`config.mk`:
```
export PLATFORM = sky130hd
export DESIGN_NAME = sa_mm_sequencer_flat
export DESIGN_NICKNAME = d
export VERILOG_FILES = /design/src/rtl/sa_pkg.sv /design/src/rtl/sa_mm_sequencer_if.sv /design/src/rtl/sa_lane_mask.sv /design/src/rtl/sa_mm_sequencer.sv /design/src/flat_wrapper.sv
export SDC_FILE = /design/constraint.sdc
export NUM_CORES = 1
export LEC_CHECK = 0
export ABC_AREA = 1
export ABC_CLOCK_PERIOD_IN_PS = 3900
export BUFFER_PORTS_ARGS = -buffer_cell sky130_fd_sc_hd__buf_4
export CORE_ASPECT_RATIO = 1.1
export CORE_MARGIN = 2
export CORE_UTILIZATION = 25
export CTS_CLUSTER_DIAMETER = 50
export DETAILED_ROUTE_END_ITERATION = 8
export PLACE_DENSITY = 0.38
export SYNTH_ARGS = -nofsm -noshare
export SYNTH_HDL_FRONTEND = slang
export SYNTH_SLANG_ARGS = --single-unit
export TNS_END_PERCENT = 100
```
`constraint.sdc`:
```
create_clock -name clk_i -period 3.9 [get_ports clk_i]
set_input_delay 0.39 -clock clk_i [delete_from_list [all_inputs] [get_ports clk_i]]
set_output_delay 0.39 -clock clk_i [all_outputs]
set_load 0.005 [all_outputs]
```
`src/rtl/sa_pkg.sv`:
```
// Shared types and constants for the systolic-array matrix-multiply sequencer.
package sa_pkg;

    localparam int unsigned SA_ARRAY_SIZE = 4;
    localparam int unsigned SA_OPND_W     = 8;
    localparam int unsigned SA_ACC_W      = 16;

    typedef enum logic [2:0] {
        IDLE,
        CLEAR,
        FEED,
        DRAIN,
        OUTPUT
    } sa_seq_state_e;

endpackage

```
`src/rtl/sa_mm_sequencer_if.sv`:
```
// Job, operand-buffer, array-control and result handshake bundle of the sequencer.
interface sa_mm_sequencer_if #(
    parameter int unsigned ARRAY_SIZE = sa_pkg::SA_ARRAY_SIZE,
    parameter int unsigned K_WIDTH    = 8,
    parameter int unsigned ADDR_WIDTH = 8
);
    localparam int unsigned ROW_W = $clog2(ARRAY_SIZE);

    logic                  start_v_i;
    logic                  start_ready_o;
    logic [K_WIDTH-1:0]    k_len_i;
    logic [ADDR_WIDTH-1:0] a_base_i;
    logic [ADDR_WIDTH-1:0] b_base_i;
    logic                  abort_i;
    logic                  pe_clear_o;
    logic                  rd_en_o;
    logic [ADDR_WIDTH-1:0] a_addr_o;
    logic [ADDR_WIDTH-1:0] b_addr_o;
    logic [ARRAY_SIZE-1:0] lane_en_o;
    logic                  result_v_o;
    logic                  result_ready_i;
    logic [ROW_W-1:0]      result_row_o;
    logic                  busy_o;
    logic                  done_o;

    // Front end, array and result consumer side
    modport master (
        output start_v_i, k_len_i, a_base_i, b_base_i, abort_i, result_ready_i,
        input  start_ready_o, pe_clear_o, rd_en_o, a_addr_o, b_addr_o, lane_en_o,
               result_v_o, result_row_o, busy_o, done_o
    );

    // Sequencer side
    modport slave (
        input  start_v_i, k_len_i, a_base_i, b_base_i, abort_i, result_ready_i,
        output start_ready_o, pe_clear_o, rd_en_o, a_addr_o, b_addr_o, lane_en_o,
               result_v_o, result_row_o, busy_o, done_o
    );

endinterface

```
`src/rtl/sa_lane_mask.sv`:
```
// Skewed per-lane operand-valid mask: lane r is live while 0 <= t-r < K.
module sa_lane_mask #(
    parameter int unsigned ARRAY_SIZE = 4,
    parameter int unsigned K_WIDTH    = 8,
    parameter int unsigned T_WIDTH    = 11
) (
    input  logic [T_WIDTH-1:0]    t_i,
    input  logic [K_WIDTH-1:0]    k_len_i,
    output logic [ARRAY_SIZE-1:0] lane_en_c
);

    for (genvar r = 0; r < ARRAY_SIZE; r++) begin : g_lane
        assign lane_en_c[r] = (t_i >= T_WIDTH'(r)) &&
                              ((t_i - T_WIDTH'(r)) < T_WIDTH'(k_len_i));
    end

endmodule

```
`src/rtl/sa_mm_sequencer.sv`:
```
// Sequences one matrix-multiply pass: clear accumulators, feed skewed operands,
// wait out the pipeline drain, then hand result rows downstream.
module sa_mm_sequencer
    import sa_pkg::*;
#(
    parameter int unsigned ARRAY_SIZE   = SA_ARRAY_SIZE,
    parameter int unsigned K_WIDTH      = 8,
    parameter int unsigned ADDR_WIDTH   = 8,
    parameter int unsigned DRAIN_CYCLES = 4
) (
    input  logic               clk_i,
    input  logic               reset,
    sa_mm_sequencer_if.slave   bus
);

    localparam int unsigned ROW_W = $clog2(ARRAY_SIZE);
    localparam int unsigned TW    = K_WIDTH + $clog2(ARRAY_SIZE) + 1;
    localparam int unsigned DW    = $clog2(DRAIN_CYCLES + 1);

    sa_seq_state_e         state_q, state_d;
    logic [TW-1:0]         t_q, t_d, t_last_c;
    logic [K_WIDTH-1:0]    k_q, k_d;
    logic [ADDR_WIDTH-1:0] a_base_q, a_base_d, b_base_q, b_base_d;
    logic [ADDR_WIDTH-1:0] a_addr_q, a_addr_d, b_addr_q, b_addr_d;
    logic [DW-1:0]         drain_q, drain_d;
    logic [ROW_W-1:0]      row_q, row_d;
    logic [ARRAY_SIZE-1:0] lane_q, lane_d, lane_mask_c;
    logic                  done_q, done_d, clr_q, clr_d, rd_q, rd_d;
    logic                  rv_q, rv_d, rdy_q, rdy_d, busy_q, busy_d;

    assign t_last_c = TW'(k_q) + TW'(ARRAY_SIZE - 2);

    sa_lane_mask #(
        .ARRAY_SIZE (ARRAY_SIZE),
        .K_WIDTH    (K_WIDTH),
        .T_WIDTH    (TW)
    ) u_lane_mask (
        .t_i       (t_d),
        .k_len_i   (k_q),
        .lane_en_c (lane_mask_c)
    );

    // Next state and counters
    always_comb begin
        state_d  = state_q;
        t_d      = t_q;
        k_d      = k_q;
        a_base_d = a_base_q;
        b_base_d = b_base_q;
        drain_d  = drain_q;
        row_d    = row_q;
        done_d   = 1'b0;
        case (state_q)
            IDLE: begin
                if (bus.start_v_i) begin
                    k_d      = bus.k_len_i;
                    a_base_d = bus.a_base_i;
                    b_base_d = bus.b_base_i;
                    if (bus.k_len_i == '0) done_d  = 1'b1;
                    else                   state_d = CLEAR;
                end
            end
            CLEAR: begin
                state_d = FEED;
                t_d     = '0;
            end
            FEED: begin
                if (t_q == t_last_c) begin
                    state_d = DRAIN;
                    drain_d = '0;
                end else begin
                    t_d = t_q + TW'(1);
                end
            end
            DRAIN: begin
                if (drain_q == DW'(DRAIN_CYCLES - 1)) begin
                    state_d = OUTPUT;
                    row_d   = '0;
                end else begin
                    drain_d = drain_q + DW'(1);
                end
            end
            OUTPUT: begin
                if (bus.result_ready_i) begin
                    if (row_q == ROW_W'(ARRAY_SIZE - 1)) begin
                        state_d = IDLE;
                        done_d  = 1'b1;
                        row_d   = '0;
                    end else begin
                        row_d = row_q + ROW_W'(1);
                    end
                end
            end
            default: state_d = IDLE;
        endcase
        // Abort beats a same-cycle result handshake and swallows done
        if (bus.abort_i && (state_q != IDLE)) begin
            state_d = IDLE;
            done_d  = 1'b0;
            row_d   = '0;
        end
    end

    // Registered outputs decoded from the upcoming state
    always_comb begin
        rdy_d    = (state_d == IDLE);
        busy_d   = (state_d != IDLE);
        clr_d    = (state_d == CLEAR);
        rv_d     = (state_d == OUTPUT);
        rd_d     = (state_d == FEED) && (t_d < TW'(k_q));
        lane_d   = (state_d == FEED) ? lane_mask_c : '0;
        a_addr_d = rd_d ? (a_base_q + ADDR_WIDTH'(t_d)) : a_addr_q;
        b_addr_d = rd_d ? (b_base_q + ADDR_WIDTH'(t_d)) : b_addr_q;
    end

    always_ff @(posedge clk_i) begin
        if (reset) begin
            state_q  <= IDLE;
            t_q      <= '0;
            k_q      <= '0;
            a_base_q <= '0;
            b_base_q <= '0;
            a_addr_q <= '0;
            b_addr_q <= '0;
            drain_q  <= '0;
            row_q    <= '0;
            lane_q   <= '0;
            done_q   <= 1'b0;
            clr_q    <= 1'b0;
            rd_q     <= 1'b0;
            rv_q     <= 1'b0;
            rdy_q    <= 1'b1;
            busy_q   <= 1'b0;
        end else begin
            state_q  <= state_d;
            t_q      <= t_d;
            k_q      <= k_d;
            a_base_q <= a_base_d;
            b_base_q <= b_base_d;
            a_addr_q <= a_addr_d;
            b_addr_q <= b_addr_d;
            drain_q  <= drain_d;
            row_q    <= row_d;
            lane_q   <= lane_d;
            done_q   <= done_d;
            clr_q    <= clr_d;
            rd_q     <= rd_d;
            rv_q     <= rv_d;
            rdy_q    <= rdy_d;
            busy_q   <= busy_d;
        end
    end

    assign bus.start_ready_o = rdy_q;
    assign bus.pe_clear_o    = clr_q;
    assign bus.rd_en_o       = rd_q;
    assign bus.a_addr_o      = a_addr_q;
    assign bus.b_addr_o      = b_addr_q;
    assign bus.lane_en_o     = lane_q;
    assign bus.result_v_o    = rv_q;
    assign bus.result_row_o  = row_q;
    assign bus.busy_o        = busy_q;
    assign bus.done_o        = done_q;

endmodule

```
`src/flat_wrapper.sv`:
```
// flat-port wrapper written by rule: the top's interface ports become plain ports
module sa_mm_sequencer_flat import sa_pkg::*;
#(
    parameter int unsigned ARRAY_SIZE   = SA_ARRAY_SIZE,
    parameter int unsigned K_WIDTH      = 8,
    parameter int unsigned ADDR_WIDTH   = 8,
    parameter int unsigned DRAIN_CYCLES = 4
)
  (clk_i, reset, bus_start_v_i, bus_k_len_i, bus_a_base_i, bus_b_base_i, bus_abort_i, bus_result_ready_i, bus_start_ready_o, bus_pe_clear_o, bus_rd_en_o, bus_a_addr_o, bus_b_addr_o, bus_lane_en_o, bus_result_v_o, bus_result_row_o, bus_busy_o, bus_done_o);
  sa_mm_sequencer_if #(.ARRAY_SIZE(ARRAY_SIZE), .K_WIDTH(K_WIDTH), .ADDR_WIDTH(ADDR_WIDTH)) bus_i ();
  input  logic clk_i;
  input  logic reset;
  input wire logic [$bits(bus_i.start_v_i)-1:0] bus_start_v_i;
  input wire logic [$bits(bus_i.k_len_i)-1:0] bus_k_len_i;
  input wire logic [$bits(bus_i.a_base_i)-1:0] bus_a_base_i;
  input wire logic [$bits(bus_i.b_base_i)-1:0] bus_b_base_i;
  input wire logic [$bits(bus_i.abort_i)-1:0] bus_abort_i;
  input wire logic [$bits(bus_i.result_ready_i)-1:0] bus_result_ready_i;
  output wire logic [$bits(bus_i.start_ready_o)-1:0] bus_start_ready_o;
  output wire logic [$bits(bus_i.pe_clear_o)-1:0] bus_pe_clear_o;
  output wire logic [$bits(bus_i.rd_en_o)-1:0] bus_rd_en_o;
  output wire logic [$bits(bus_i.a_addr_o)-1:0] bus_a_addr_o;
  output wire logic [$bits(bus_i.b_addr_o)-1:0] bus_b_addr_o;
  output wire logic [$bits(bus_i.lane_en_o)-1:0] bus_lane_en_o;
  output wire logic [$bits(bus_i.result_v_o)-1:0] bus_result_v_o;
  output wire logic [$bits(bus_i.result_row_o)-1:0] bus_result_row_o;
  output wire logic [$bits(bus_i.busy_o)-1:0] bus_busy_o;
  output wire logic [$bits(bus_i.done_o)-1:0] bus_done_o;
  assign bus_i.start_v_i = bus_start_v_i;
  assign bus_i.k_len_i = bus_k_len_i;
  assign bus_i.a_base_i = bus_a_base_i;
  assign bus_i.b_base_i = bus_b_base_i;
  assign bus_i.abort_i = bus_abort_i;
  assign bus_i.result_ready_i = bus_result_ready_i;
  assign bus_start_ready_o = bus_i.start_ready_o;
  assign bus_pe_clear_o = bus_i.pe_clear_o;
  assign bus_rd_en_o = bus_i.rd_en_o;
  assign bus_a_addr_o = bus_i.a_addr_o;
  assign bus_b_addr_o = bus_i.b_addr_o;
  assign bus_lane_en_o = bus_i.lane_en_o;
  assign bus_result_v_o = bus_i.result_v_o;
  assign bus_result_row_o = bus_i.result_row_o;
  assign bus_busy_o = bus_i.busy_o;
  assign bus_done_o = bus_i.done_o;
  sa_mm_sequencer #(.ARRAY_SIZE(ARRAY_SIZE), .K_WIDTH(K_WIDTH), .ADDR_WIDTH(ADDR_WIDTH), .DRAIN_CYCLES(DRAIN_CYCLES)) u_core (.clk_i(clk_i), .reset(reset), .bus(bus_i));
endmodule
```
==> run summary <==
The run finished with clean final reports. The tools report the starting density of the core as 25.37%. Reported max-cap violation count: 0. STA classifies the critical path startpoint as a register. The initial antenna violation count is 0, and the share of synthesized cell area in full adder, half adder and majority cells is 13.32%. Routability congestion estimate: 0.8616. In the routed design, unresolved DRC markers number 0. In the synthesized netlist, mux cells make up 0% of the area. No sink is reached through more buffers than the 2 on the longest clock path. Final critical delay including setup and external delays: 3.589 ns.

Summing the areas of all and, or, nand and nor instances in the mapped netlist gives 35.10% of the synthesized area. Across the routed clock network, the largest skew measured is 0.01471 ns. The tools report the final count of hold timing violations as 0. For the via total after detailed routing, the log shows 4899.

The quantity of hold-fixing buffers added after cts came out at 0. STA classifies the critical path endpoint as a register. The setup check on the worst reg-to-reg path leaves a slack of 0.31 ns. Die area: 21910 um2. The synthesis-stage register bit count works out to 69. TritonCTS built the clock tree.

The via count of the first global-routing pass was 4864. In this run the mean area of a mapped cell was 6.961 um2. The all-layer global routing usage was 15.40%; the standard-cell row count was 55. The run gives 9 as the number of buffers added by the clock tree synthesis step.

The number of vias per cell was 4.587; the global-route wire length before repair was 26280 um. The height of the die was 155.1 um. Synthesis handed over a netlist of 745 instances. After layout, the worst path uses 92.04% of the clock period. The max-slew violation total from the final report is 0, and the leakage power is 3.000 nW. The arrival time reported for the critical path endpoint is 3.87 ns, and the least setup slack across all paths after layout is 0.3105 ns.

The layout has 2196 filler cells. From left edge to right edge, the die measures 141.3 um. In this run the worst hold path is classified as primary input to register. Entering global routing, the biggest net connects 40 pins. Of the total synthesized cell area, the portion taken by XOR and XNOR cells is 5.573%. The number of nets produced by synthesis is 828. The area of the multi-input gates is 3382 um2. Global routing finished with a remaining overflow of 0. The largest area contributor in the netlist is dfxtp_1.

The run gives 12790 um as the post-detailed-placement half-perimeter wirelength. The most used flip-flop cell after synthesis is dfxtp_1. The worst slew margin relative to its limit was 42.80%; the top-level I/O count was 57.

The logs give 40 for the number of different library cells in the post-synthesis netlist and 0 for the total of warnings raised by yosys. The first detailed-routing pass took 4 iterations. By area, the combinational part of the netlist is dominated by simple AND/OR/NAND/NOR gates.

The post-synthesis compound-gate area fraction works out to 10.69%. The repair_antennas step left the layout with diodes totalling 0. The tools report the tightest hold margin as 0.3291 ns. For this run, asynchronously set or reset flops after synthesis account for 0%.

The register area is 1381 um2, and the number of nets at the end of the flow is 890. The fraction of post-synthesis cell area in the top cell type by area was 26.63%. The clock transition at the registers of the reported paths is 0.07 ns. STA puts the critical path data required time at 4.18 ns.

The cell sitting at the root of the clock tree is a clkbuf_16. The worst setup path is of the register to register kind. In this run, synthesis inferred 0 flip-flops with an integrated enable. The signed area change from the synthesized netlist to the final layout is 20.63%. The detailed router finished its first iteration with 207 violations.

The mean routed wirelength per cell was 15.04 um. Timing would allow up to 278.6 MHz. The cell area that synthesis handed to floorplanning was 5186 um2. For the pin with the worst max-slew slack, the measured transition is 0.8570 ns.

The detail route stage leaves a number of antenna-violating nets equal to 0. Clock tree synthesis found a total of 69 sinks. The maximum vdd ir drop is 182.1 uV. In the final layout, the share of cells above drive strength 1 is 18.23%.

The H-tree was split into 3 levels. The tools report the number of setup buffers added after CTS as 0. Summed over all layers, the routed wires come to 16070 um. The run gives 20440 um2 as the core area. After synthesis, the cell types taking the most area are dfxtp_1 27%, ha_1 13%, nand2_1 12%, nand3_1 7.1%, a21oi_1 6.0%.

Setup repair after global routing could not meet its margin everywhere. The largest fanout on the critical path is 15, and the power density over the cells is 363.6 nW/um2. After synthesis, flip-flops and latches occupy 26.63% of the total area.

Clock latency reported for the late side of the worst-skew pair: 0.35 ns. The count of final setup violators is 0. Prior to clock tree synthesis, the placed netlist has a worst setup slack of 0.1795 ns. The quantity of I/O buffers inserted on ports works out to 56.
[cells in the final DEF (no fill, tap or decap), drive strengths merged, types with 25 or more instances in the layout]
cell type | netlist | routed
o21ai | 26 | 26
buf | 8 | 71
ha | 52 | 52
nand2 | 180 | 180
nand3 | 79 | 79
xor2 | 25 | 25
nor2 | 95 | 95
a21oi | 64 | 64
inv | 88 | 91
dfxtp | 69 | 69
[critical path, stage by stage (launching register included)]
cell	delay (ns)
dfxtp_1	0.40
ha_1	0.23
nand2_2	0.08
inv_1	0.07
nand3_1	0.08
nand3_1	0.08
nand3_1	0.12
nor2_4	0.13
nand3_4	0.19
nand2_2	0.12
nand3_1	0.13
nand2_4	0.17
inv_2	0.08
ha_1	0.22
nand2_2	0.11
nor2_4	0.05
nand2_2	0.08
xor2_1	0.21
ha_1	0.28
nand2_1	0.09
nor2_1	0.05
a211oi_1	0.18
nand2_1	0.09
nand2_1	0.07
nand3_1	0.09
nor2_1	0.09
[worst paths after layout]
path                                       start                                   to  depth (start not counted)
max reg2reg           u_core.k_q[1]$_SDFFE_PP0P_   u_core.bus.lane_en_o[1]$_SDFF_PP0_                         25
min reg2reg  u_core.bus.b_addr_o[1]$_SDFFE_PP0P_  u_core.bus.b_addr_o[1]$_SDFFE_PP0P_                          2
max                   u_core.k_q[1]$_SDFFE_PP0P_   u_core.bus.lane_en_o[1]$_SDFF_PP0_                         25
min                              bus_a_base_i[7]      u_core.a_base_q[7]$_SDFFE_PP0P_                          3
[area by class of cell]
cell class	count	area share, %
inverter	89	5.340
timing repair buffer	71	8.520
sequential	69	22.08
clock inverter	7	1.280
tap	256	5.120
multi-input combinational	567	54.06
clock buffer	9	3.600
[kinds of logic after synthesis]
logic type      after synthesis
compound gates              101
xor+xnor                     33
fa+ha+maj                    54
buf+inv                     109
flops                        69
simple gates                379
[per-layer routing]
metal	up-vias	global-route usage, %	part of all wire [%]
met4	0	5.286	2.4
met5	-	0	0
met1	2249	20.02	47
li1	2550	-	-
met3	21	2.493	2.6
met2	79	25.89	48
[timing repair]
| action | in CTS | in global routing |
|---|---|---|
| gates resized for setup | 0 | 8 |
| endpoints found under the hold margin | 0 | 0 |
| setup endpoints to repair | 0 | 13 |
[report_power, final]
part	total [mW]	leakage [nW]	switching (mW)	internal, mW
Sequential	0.806	0.563	0.0407	0.765
Clock	0.865	0.148	0.360	0.505
Combinational	0.604	2.29	0.371	0.233
[through the flow]
stage | TNS (ns) | power (mW) | area (um2) | cells | utilization [%]
6_report | 0 | 2.275 | 6256 | 1068 | 30.61
5_1_grt | -0.04142 | 2.437 | 6256 | 1068 | 30.61
4_1_cts | 0 | 2.311 | 6228 | 1068 | 30.47
3_5_place_dp | 0 | 1.426 | 5923 | 1052 | 28.98
3_3_place_gp | 0 | 1.424 | 5923 | 1052 | 28.98
2_1_floorplan | 0 | 1.222 | 5186 | 745 | -
[synth_stat cells, types with 3 or more instances]
cell,n
o21ai_0,21
nor2_2,8
a211oi_1,5
xnor2_1,8
buf_4,3
nand2_2,14
nor3_1,6
nand4_1,10
nor2_1,78
nand2_1,161
a21oi_1,62
dfxtp_1,69
o21ai_1,5
ha_1,52
xor2_1,25
nand3_1,74
clkbuf_1,12
buf_6,4
nand3_4,3
nand2_4,4
inv_1,79
nor2_4,8
inv_2,9
[registers in the layout, indices dropped and copies added, names as in the netlist, 2 cells and up]
name / flops
u_core.state_q: 3
u_core.k_q: 8
u_core.a_base_q: 8
u_core.bus.b_addr_o: 8
u_core.bus.a_addr_o: 8
u_core.t_q: 11
u_core.b_base_q: 8
u_core.drain_q: 3
u_core.bus.result_row_o: 2
u_core.bus.lane_en_o: 4
Power figures use the tool's default switching activity.
